## src/rtl/case3_pkg.sv

```systemverilog
// Shared types and constants for the case3 exhaustive vector sweeper.
// Holds the FSM encoding, bus widths and the MISR polynomial/seed.
package case3_pkg;

  localparam int VEC_W = 7;
  localparam int RES_W = 3;
  localparam int SIG_W = 16;
  localparam int CNT_W = 8;

  localparam logic [SIG_W-1:0] MISR_POLY = 16'h1021;
  localparam logic [SIG_W-1:0] MISR_SEED = 16'hFFFF;

  typedef enum logic [1:0] {
    S_IDLE,
    S_APPLY,
    S_SAMPLE,
    S_DONE
  } state_t;

  // One MISR step: shift left, fold the feedback polynomial, inject the result bits.
  function automatic logic [SIG_W-1:0] misr_step(input logic [SIG_W-1:0] s,
                                                 input logic [RES_W-1:0] d);
    logic [SIG_W-1:0] fb;
    fb = s[SIG_W-1] ? MISR_POLY : '0;
    return {s[SIG_W-2:0], 1'b0} ^ fb ^ {{(SIG_W-RES_W){1'b0}}, d};
  endfunction

endpackage

```

## src/rtl/case3_misr.sv

```systemverilog
// 16-bit multiple-input signature register over the three case3 result bits.
// seed reloads the start value and wins over en; state changes one cycle after the request.
module case3_misr
  import case3_pkg::*;
(
  input  logic             clk,
  input  logic             rst,
  input  logic             seed,
  input  logic             en,
  input  logic [RES_W-1:0] d,
  output logic [SIG_W-1:0] sig
);

  logic [SIG_W-1:0] sig_q;
  logic [SIG_W-1:0] sig_d;

  always_comb begin
    sig_d = sig_q;
    if (seed) begin
      sig_d = MISR_SEED;
    end else if (en) begin
      sig_d = misr_step(sig_q, d);
    end
  end

  always_ff @(posedge clk) begin
    if (rst) begin
      sig_q <= MISR_SEED;
    end else begin
      sig_q <= sig_d;
    end
  end

  assign sig = sig_q;

endmodule

```

## src/rtl/case3_vector_sweeper.sv

```systemverilog
// Walks all 128 input vectors through an external case3 netlist, compacting results into a MISR
// and per-bit one counts; each vector takes SETTLE+1 cycles, abort returns to IDLE silently.
module case3_vector_sweeper
  import case3_pkg::*;
#(
  parameter int unsigned      SETTLE     = 1,
  parameter logic [SIG_W-1:0] GOLDEN_SIG = 16'h0000
) (
  input  logic             clk,
  input  logic             rst,
  input  logic             start,
  input  logic             abort,
  output logic [VEC_W-1:0] vec_out,
  input  logic [RES_W-1:0] res_in,
  output logic             busy,
  output logic             done,
  output logic [SIG_W-1:0] signature,
  output logic [CNT_W-1:0] x_count,
  output logic [CNT_W-1:0] y_count,
  output logic [CNT_W-1:0] z_count,
  output logic             pass
);

  localparam logic [3:0]       SETTLE_LAST = 4'(SETTLE - 1);
  localparam logic [VEC_W-1:0] VEC_LAST    = '1;

  state_t           state_q, state_d;
  logic [VEC_W-1:0] vec_q, vec_d;
  logic [3:0]       set_q, set_d;
  logic [CNT_W-1:0] x_q, x_d, y_q, y_d, z_q, z_d;
  logic             valid_q, valid_d;
  logic             misr_seed, misr_en;

  always_comb begin
    state_d   = state_q;
    vec_d     = vec_q;
    set_d     = set_q;
    x_d       = x_q;
    y_d       = y_q;
    z_d       = z_q;
    valid_d   = valid_q;
    misr_seed = 1'b0;
    misr_en   = 1'b0;
    if (abort) begin
      // Partial results are kept for inspection, but never qualify as a pass.
      state_d = S_IDLE;
      valid_d = 1'b0;
    end else begin
      case (state_q)
        S_IDLE: begin
          if (start) begin
            state_d   = S_APPLY;
            vec_d     = '0;
            set_d     = '0;
            x_d       = '0;
            y_d       = '0;
            z_d       = '0;
            valid_d   = 1'b0;
            misr_seed = 1'b1;
          end
        end
        S_APPLY: begin
          if (set_q == SETTLE_LAST) begin
            state_d = S_SAMPLE;
          end else begin
            set_d = set_q + 4'd1;
          end
        end
        S_SAMPLE: begin
          misr_en = 1'b1;
          x_d     = x_q + {{(CNT_W-1){1'b0}}, res_in[2]};
          y_d     = y_q + {{(CNT_W-1){1'b0}}, res_in[1]};
          z_d     = z_q + {{(CNT_W-1){1'b0}}, res_in[0]};
          if (vec_q == VEC_LAST) begin
            state_d = S_DONE;
            valid_d = 1'b1;
          end else begin
            state_d = S_APPLY;
            vec_d   = vec_q + 7'd1;
            set_d   = '0;
          end
        end
        S_DONE: begin
          state_d = S_IDLE;
        end
        default: begin
          state_d = S_IDLE;
        end
      endcase
    end
  end

  always_ff @(posedge clk) begin
    if (rst) begin
      state_q <= S_IDLE;
      vec_q   <= '0;
      set_q   <= '0;
      x_q     <= '0;
      y_q     <= '0;
      z_q     <= '0;
      valid_q <= 1'b0;
    end else begin
      state_q <= state_d;
      vec_q   <= vec_d;
      set_q   <= set_d;
      x_q     <= x_d;
      y_q     <= y_d;
      z_q     <= z_d;
      valid_q <= valid_d;
    end
  end

  case3_misr u_misr (
    .clk  (clk),
    .rst  (rst),
    .seed (misr_seed),
    .en   (misr_en),
    .d    (res_in),
    .sig  (signature)
  );

  assign vec_out = vec_q;
  assign busy    = (state_q == S_APPLY) || (state_q == S_SAMPLE);
  assign done    = (state_q == S_DONE);
  assign x_count = x_q;
  assign y_count = y_q;
  assign z_count = z_q;
  assign pass    = valid_q && (signature == GOLDEN_SIG);

endmodule

```

## config.mk

```make
export PLATFORM = sky130hd
export DESIGN_NAME = case3_vector_sweeper
export DESIGN_NICKNAME = d
export VERILOG_FILES = /design/src/rtl/case3_pkg.sv /design/src/rtl/case3_misr.sv /design/src/rtl/case3_vector_sweeper.sv
export SDC_FILE = /design/constraint.sdc
export NUM_CORES = 1
export LEC_CHECK = 0
export CORE_ASPECT_RATIO = 0.6
export CORE_MARGIN = 3
export CORE_UTILIZATION = 54
export DETAILED_ROUTE_END_ITERATION = 12
export HOLD_SLACK_MARGIN = 0.02
export PLACE_DENSITY = 0.83
export SLEW_MARGIN = 20
export SYNTH_ARGS = -nofsm -noshare
export SYNTH_HDL_FRONTEND = slang
export SYNTH_HIERARCHICAL = 1
export SYNTH_SLANG_ARGS = --single-unit
```

## constraint.sdc

```tcl
create_clock -name clk -period 3.9 [get_ports clk]
set_input_delay 0.78 -clock clk [delete_from_list [all_inputs] [get_ports clk]]
set_output_delay 0.78 -clock clk [all_outputs]
set_load 0.05 [all_outputs]
```

==> out/qor.yml, run 1 <==
global_routing:
  grt_antenna_before_repair: 0
  overflow: 0
  first_global_vias: 2201
  grt_max_degree: 23
  grt_pass1_wl_um: 11200
  grt_use_total_pct: 25.5
worst_setup_path:
  cp-startpoint: "u_misr/sig[9]$_SDFFE_PP1P_"
  arrival_ps: 2240
  start_kind: "register"
  path_class: "reg -> out"
  rr_startpoint: "state_q[0]$_SDFFE_PP0P_"
  end_kind: "primary output"
  cp_max_fo: 4
  required_ps: 3120
cts:
  ctsResizeCount: 0
  clkSinkCount: 54
  clkSlewWorstSetupHoldPaths_ps: 90
  tritoncts: "yes"
  ctsLongestPathBuffers: 2
  insertion_delay_ps: 300
  postCtsSetupBuffers: 0
  cts_buffers: 5
  holdBufCountCts: 0
  clockRootBuffer: "clkbuf_8"
  htree_levels: 2
logic_synthesis:
  synth_area_leaders: "dfxtp_1 41%, xnor2_1 6.3%, ha_1 6.2%, mux2i_1 5.0%, nor2_1 4.9%"
  syn_area_sq_um: 2620
  synth_edf_count: 0
  yosysTopAreaCell: "dfxtp_1"
  synth_common_cells: "54 x dfxtp_1, 34 x nor2_1, 19 x xnor2_1"
  synthMostInstantiatedCell: "dfxtp_1"
  syn_nets: 303
  synthDominantCellAreaShare_pct: 41.2
  ys_warn_count: 6
  seq_area_frac_synth_pct: 41.2
  synthCells: 283
  synth_seq_cells: 54
  synthArstFlopShare_pct: 0
  ys_types: 49
  avgSynthCellArea_sq_um: 9.27
  synthFlopType: "dfxtp_1"
drt:
  ant_nets: 0
  wire_per_inst_um: 16.5
  drc: 0
  num_vias: 2286
  wl_um: 6580
  drtIter0Drc: 185
  drtPass1Iterations: 4
  viasPerCell: 5.74
sta:
  setup_viol: 0
  finalCriticalPeriod_ps: 3020
  fin_skew_ps: 3.47
  fmax_mhz: 331
  rsz0062_at_grt: "false"
  worstMarginPinSlew_ps: 633
  fin_crit_sh_pct: 77.4
  fin_hold_ws_ps: 491
  finalSetupTns_ps: 0
  finalMaxSlewViolations: 0
  hold_viol: 0
  slew_headroom_pct: 57.7
pwr:
  ir_worst_vdd_uv: 212
  leakage_uw: 0.00114
  power.density_nw_per_um2: 303
floorplan:
  die_width_um: 96.0
  die_y_um: 60.0
  die_area_sq_um: 5760
  num_rows: 18
  num_io_pins: 57
  coreArea_sq_um: 4390
  start_util_pct: 59.7
placement:
  place_congestion: 0.842
  hpwl_um: 4880
  portBuffers: 56
finish:
  antenna_cells: 0
  drive_gt1_share_pct: 8.58
  final_nets: 358
  layout-area-overhead-vs-synth_pct: 27.3
flow_run:
  drv_cap: 0
status:
  status: "finished clean"
hold_path:
  hold_class: "reg -> reg"
  hold_start: "z_count[7]$_SDFFE_PP0P_"
-- through the flow --
stage / power (uW) / util, % / area, sq um / worst slack [ps] / cells
2_1_floorplan: 623 / - / 2620 / 718 / 283
3_3_place_gp: 645 / 73.5 / 3230 / 1220 / 391
3_5_place_dp: 647 / 73.5 / 3230 / 1200 / 391
4_1_cts: 1020 / 76.1 / 3340 / 869 / 398
5_1_grt: 1050 / 76.1 / 3340 / 716 / 398
6_report: 1010 / 76.1 / 3340 / 883 / 398
-- per-layer routing --
metal	wire length (um)	track usage (%)	vias up
met5	0	0	-
met4	52	5.47	0
met3	302	4.91	9
met2	2820	38.0	55
met1	3400	38.2	1098
li1	-	-	1124
-- power breakdown --
group	internal [uW]	switching, uW
Combinational	27.2	53.3
Clock	205	171
Sequential	552	2.20
Total	785	226
-- worst max-delay path: stages, from the launching register on --
cell and delay (ps):
dfxtp_1 340, nor4_1 420, nand4_1 150, nor4_1 180, clkdlybuf4s50_1 840
-- cells by family after synthesis --
family,Yosys count,synth area share (%)
muxes,14,5.53
AOI/OAI and AO/OA,39,11.4
xor gates and xnor gates,22,7.34
DFF,54,41.2
adders and majority gates,13,6.20
buffers and inverters,20,3.72
and+or+nand+nor,121,24.6
-- path summary, 6_finish.rpt --
kind | endpoint | slack (ps) | depth (start not counted)
min reg2reg | z_count[7]$_SDFFE_PP0P_ | 490 | 2
max reg2reg | vec_out[1]$_SDFFE_PP0P_ | 1670 | 7
max | pass | 880 | 4
min | z_count[7]$_SDFFE_PP0P_ | 490 | 2
-- sequential cells by signal, summed over array words and instances, names as in the netlist --
register	cells
set_q	4
state_q	2
u_misr/sig	16
valid_q	1
vec_out	7
x_count	8
y_count	8
z_count	8
-- cell usage in the layout, fill, tap and decap left out, types with 4 or more instances in the layout --
master,n
dfxtp_1,54
a22oi_1,6
inv_1,7
nor2_1,34
nand2_1,16
nor4_1,9
nand2_2,10
a21oi_1,10
clkdlybuf4s50_1,56
nand3_1,11
a31oi_1,5
nor2b_1,4
nor4b_1,4
buf_4,5
mux2i_1,13
nand4_1,6
xnor2_1,19
clkbuf_8,6
nor3_1,10
o21ai_0,4
ha_1,13
-- area by class of cell --
type	instances	area (sq um)
Inverter	7	26.3
Sequential cell	54	1080
Timing Repair Buffer	61	598
Fill cell	348	1050
Multi-Input combinational cell	209	1450
Tap cell	60	75.1
Clock buffer	6	82.6
Clock inverter	1	30.0
No activity file was read; power rests on OpenSTA's default activity.
==> inputs of run 2 (changes only) <==
--- a/config.mk
+++ b/config.mk
@@ -7,10 +7,10 @@
 export LEC_CHECK = 0
 export CORE_ASPECT_RATIO = 0.6
 export CORE_MARGIN = 3
-export CORE_UTILIZATION = 54
+export CORE_UTILIZATION = 46
 export DETAILED_ROUTE_END_ITERATION = 12
 export HOLD_SLACK_MARGIN = 0.02
-export PLACE_DENSITY = 0.83
+export PLACE_DENSITY = 0.75
 export SLEW_MARGIN = 20
 export SYNTH_ARGS = -nofsm -noshare
 export SYNTH_HDL_FRONTEND = slang
==> constraint.sdc (replaced) <==
create_clock -name clk -period 2.6 [get_ports clk]
set_input_delay 0.52 -clock clk [delete_from_list [all_inputs] [get_ports clk]]
set_output_delay 0.52 -clock clk [all_outputs]
set_load 0.05 [all_outputs]
==> out/qor.yml, run 2 (synthesis gave the netlist of run 1 again) <==
finish:
  fin_cells: 419
  final_cell_mix: "55 x clkdlybuf4s50_1, 54 x dfxtp_1, 34 x nor2_1"
  drive_gt1_share_pct: 10.2
  antenna_cells: 0
  layout-area-overhead-vs-synth_pct: 28.6
  final_common_cell: "clkdlybuf4s50_1"
  largest_reg_flops: 16
  final_nets: 361
  fill_cells: 437
floorplan:
  num_io_pins: 57
  num_rows: 20
  die_y_um: 64.5
  start_util_pct: 49.7
  die_width_um: 104
  die_area_sq_um: 6680
  coreArea_sq_um: 5280
worst_setup_path:
  path_class: "reg -> out"
  cpMaxStageDelayCell: "clkdlybuf4s50_1"
  end_kind: "primary output"
  arrival_ps: 1930
  required_ps: 2080
  crit_path_cell_trace: "inv_1 -> ha_1 -> clkdlybuf4s50_1"
  cp_max_fo: 5
  start_kind: "register"
  cp_slowest_stage_delay_ps: 800
cts:
  clkSinkCount: 54
  htree_levels: 2
  cts_buffers: 5
  ctsLongestPathBuffers: 2
  tritoncts: "yes"
  clockRootBuffer: "clkbuf_8"
  insertion_delay_ps: 310
  ctsResizeCount: 0
  postCtsSetupBuffers: 0
  clkSlewWorstSetupHoldPaths_ps: 100
  holdBufCountCts: 0
pwr:
  leakage_uw: 0.00115
  ir_worst_vdd_uv: 243
  power.density_nw_per_um2: 431
  finalPower_uw: 1450
sta:
  finalMaxSlewViolations: 0
  fin_skew_ps: 7.18
  setup_viol: 0
  hold_viol: 0
  worstMarginPinSlew_ps: 556
  fin_crit_sh_pct: 94.2
  finalSetupTns_ps: 0
  fmax_mhz: 408
  rsz0062_at_grt: "false"
  finalCriticalPeriod_ps: 2450
  slew_headroom_pct: 62.8
drt:
  ant_nets: 0
  wl_um: 6310
  wire_per_inst_um: 15.1
  num_vias: 2293
  drtIter0Drc: 137
  viasPerCell: 5.47
  drtPass1Iterations: 4
  drc: 0
hold_path:
  hold_class: "reg -> reg"
placement:
  hpwl_um: 4840
  portBuffers: 56
  placed_cells: 411
  place_congestion: 0.785
global_routing:
  grt_antenna_before_repair: 0
  first_global_vias: 2143
  grt_max_degree: 23
  overflow: 0
  grt_pass1_wl_um: 10600
  grt_use_total_pct: 19.4
flow_run:
  drv_cap: 0
status:
  status: "finished clean"
## run 2: changes by cell type in the layout (fill, tap and decap cells not counted), sizes merged
| cell | change |
|---|---|
| buf | +4 |
| bufinv | -1 |
| clkdlybuf4s50 | -1 |
| clkinvlp | +1 |
| inv | +1 |
## run 2: worst max-delay path, delay by kind of cell, from the launching register on
kind	cells	cell delay [ps]
buffers and inverters	2	900
flip-flops	1	430
adder cells (fa/ha/maj)	1	280
## run 2: final timing paths
kind	startpoint	slack (ps)	cells past startpoint	to
hold / removal	z_count[7]$_SDFFE_PP0P_	500	2	z_count[7]$_SDFFE_PP0P_
setup reg to reg	state_q[0]$_SDFFE_PP0P_	540	6	set_q[3]$_SDFFE_PP0P_
hold reg to reg	z_count[7]$_SDFFE_PP0P_	500	2	z_count[7]$_SDFFE_PP0P_
setup / recovery	state_q[0]$_SDFFE_PP0P_	150	3	busy
## run 2: per-stage QoR
stage	setup slack (ps)	utilization, %	hold slack [ps]	instance area [sq um]
after floorplan	249	-	455	2630
after global placement	431	62.0	478	3280
after detailed placement	387	62.0	479	3280
after CTS	144	63.9	495	3370
after global routing	84.1	63.9	525	3370
final	151	63.9	495	3370
## run 2: power breakdown
group / internal, uW / total [uW] / leakage (uW) / switching, uW
sequential: 829 / 832 / 0.000436 / 3.27
combinational: 42.9 / 124 / 0.000669 / 81.2
clock: 220 / 497 / 0.0000478 / 278
## run 2: layer usage
layer  vias to the layer above  track usage, %  wire (um)
met5                         -               0          0
met4                         0            5.31         72
met3                         8            4.18        327
met2                        67            28.8       2590
met1                      1081            28.3       3330
li1                       1137               -          -
## run 2: final cells by class
cell class                 count  area [sq um]  area share [%]
multi-input combinational    209          1450            43.1
sequential                    54          1080            32.0
timing repair buffer          64           618            18.3
tap                           77          96.3            2.86
clock buffer                   6          82.6            2.45
inverter                       7          26.3           0.779
clock inverter                 2          16.3           0.482
==> inputs of run 3 (changes only) <==
--- a/config.mk
+++ b/config.mk
@@ -5,6 +5,7 @@
 export SDC_FILE = /design/constraint.sdc
 export NUM_CORES = 1
 export LEC_CHECK = 0
+export ABC_CLOCK_PERIOD_IN_PS = 2600
 export CORE_ASPECT_RATIO = 0.6
 export CORE_MARGIN = 3
 export CORE_UTILIZATION = 46
==> results of run 3 <==
The final DEF is identical to that of run 2; final timing and power are the same.
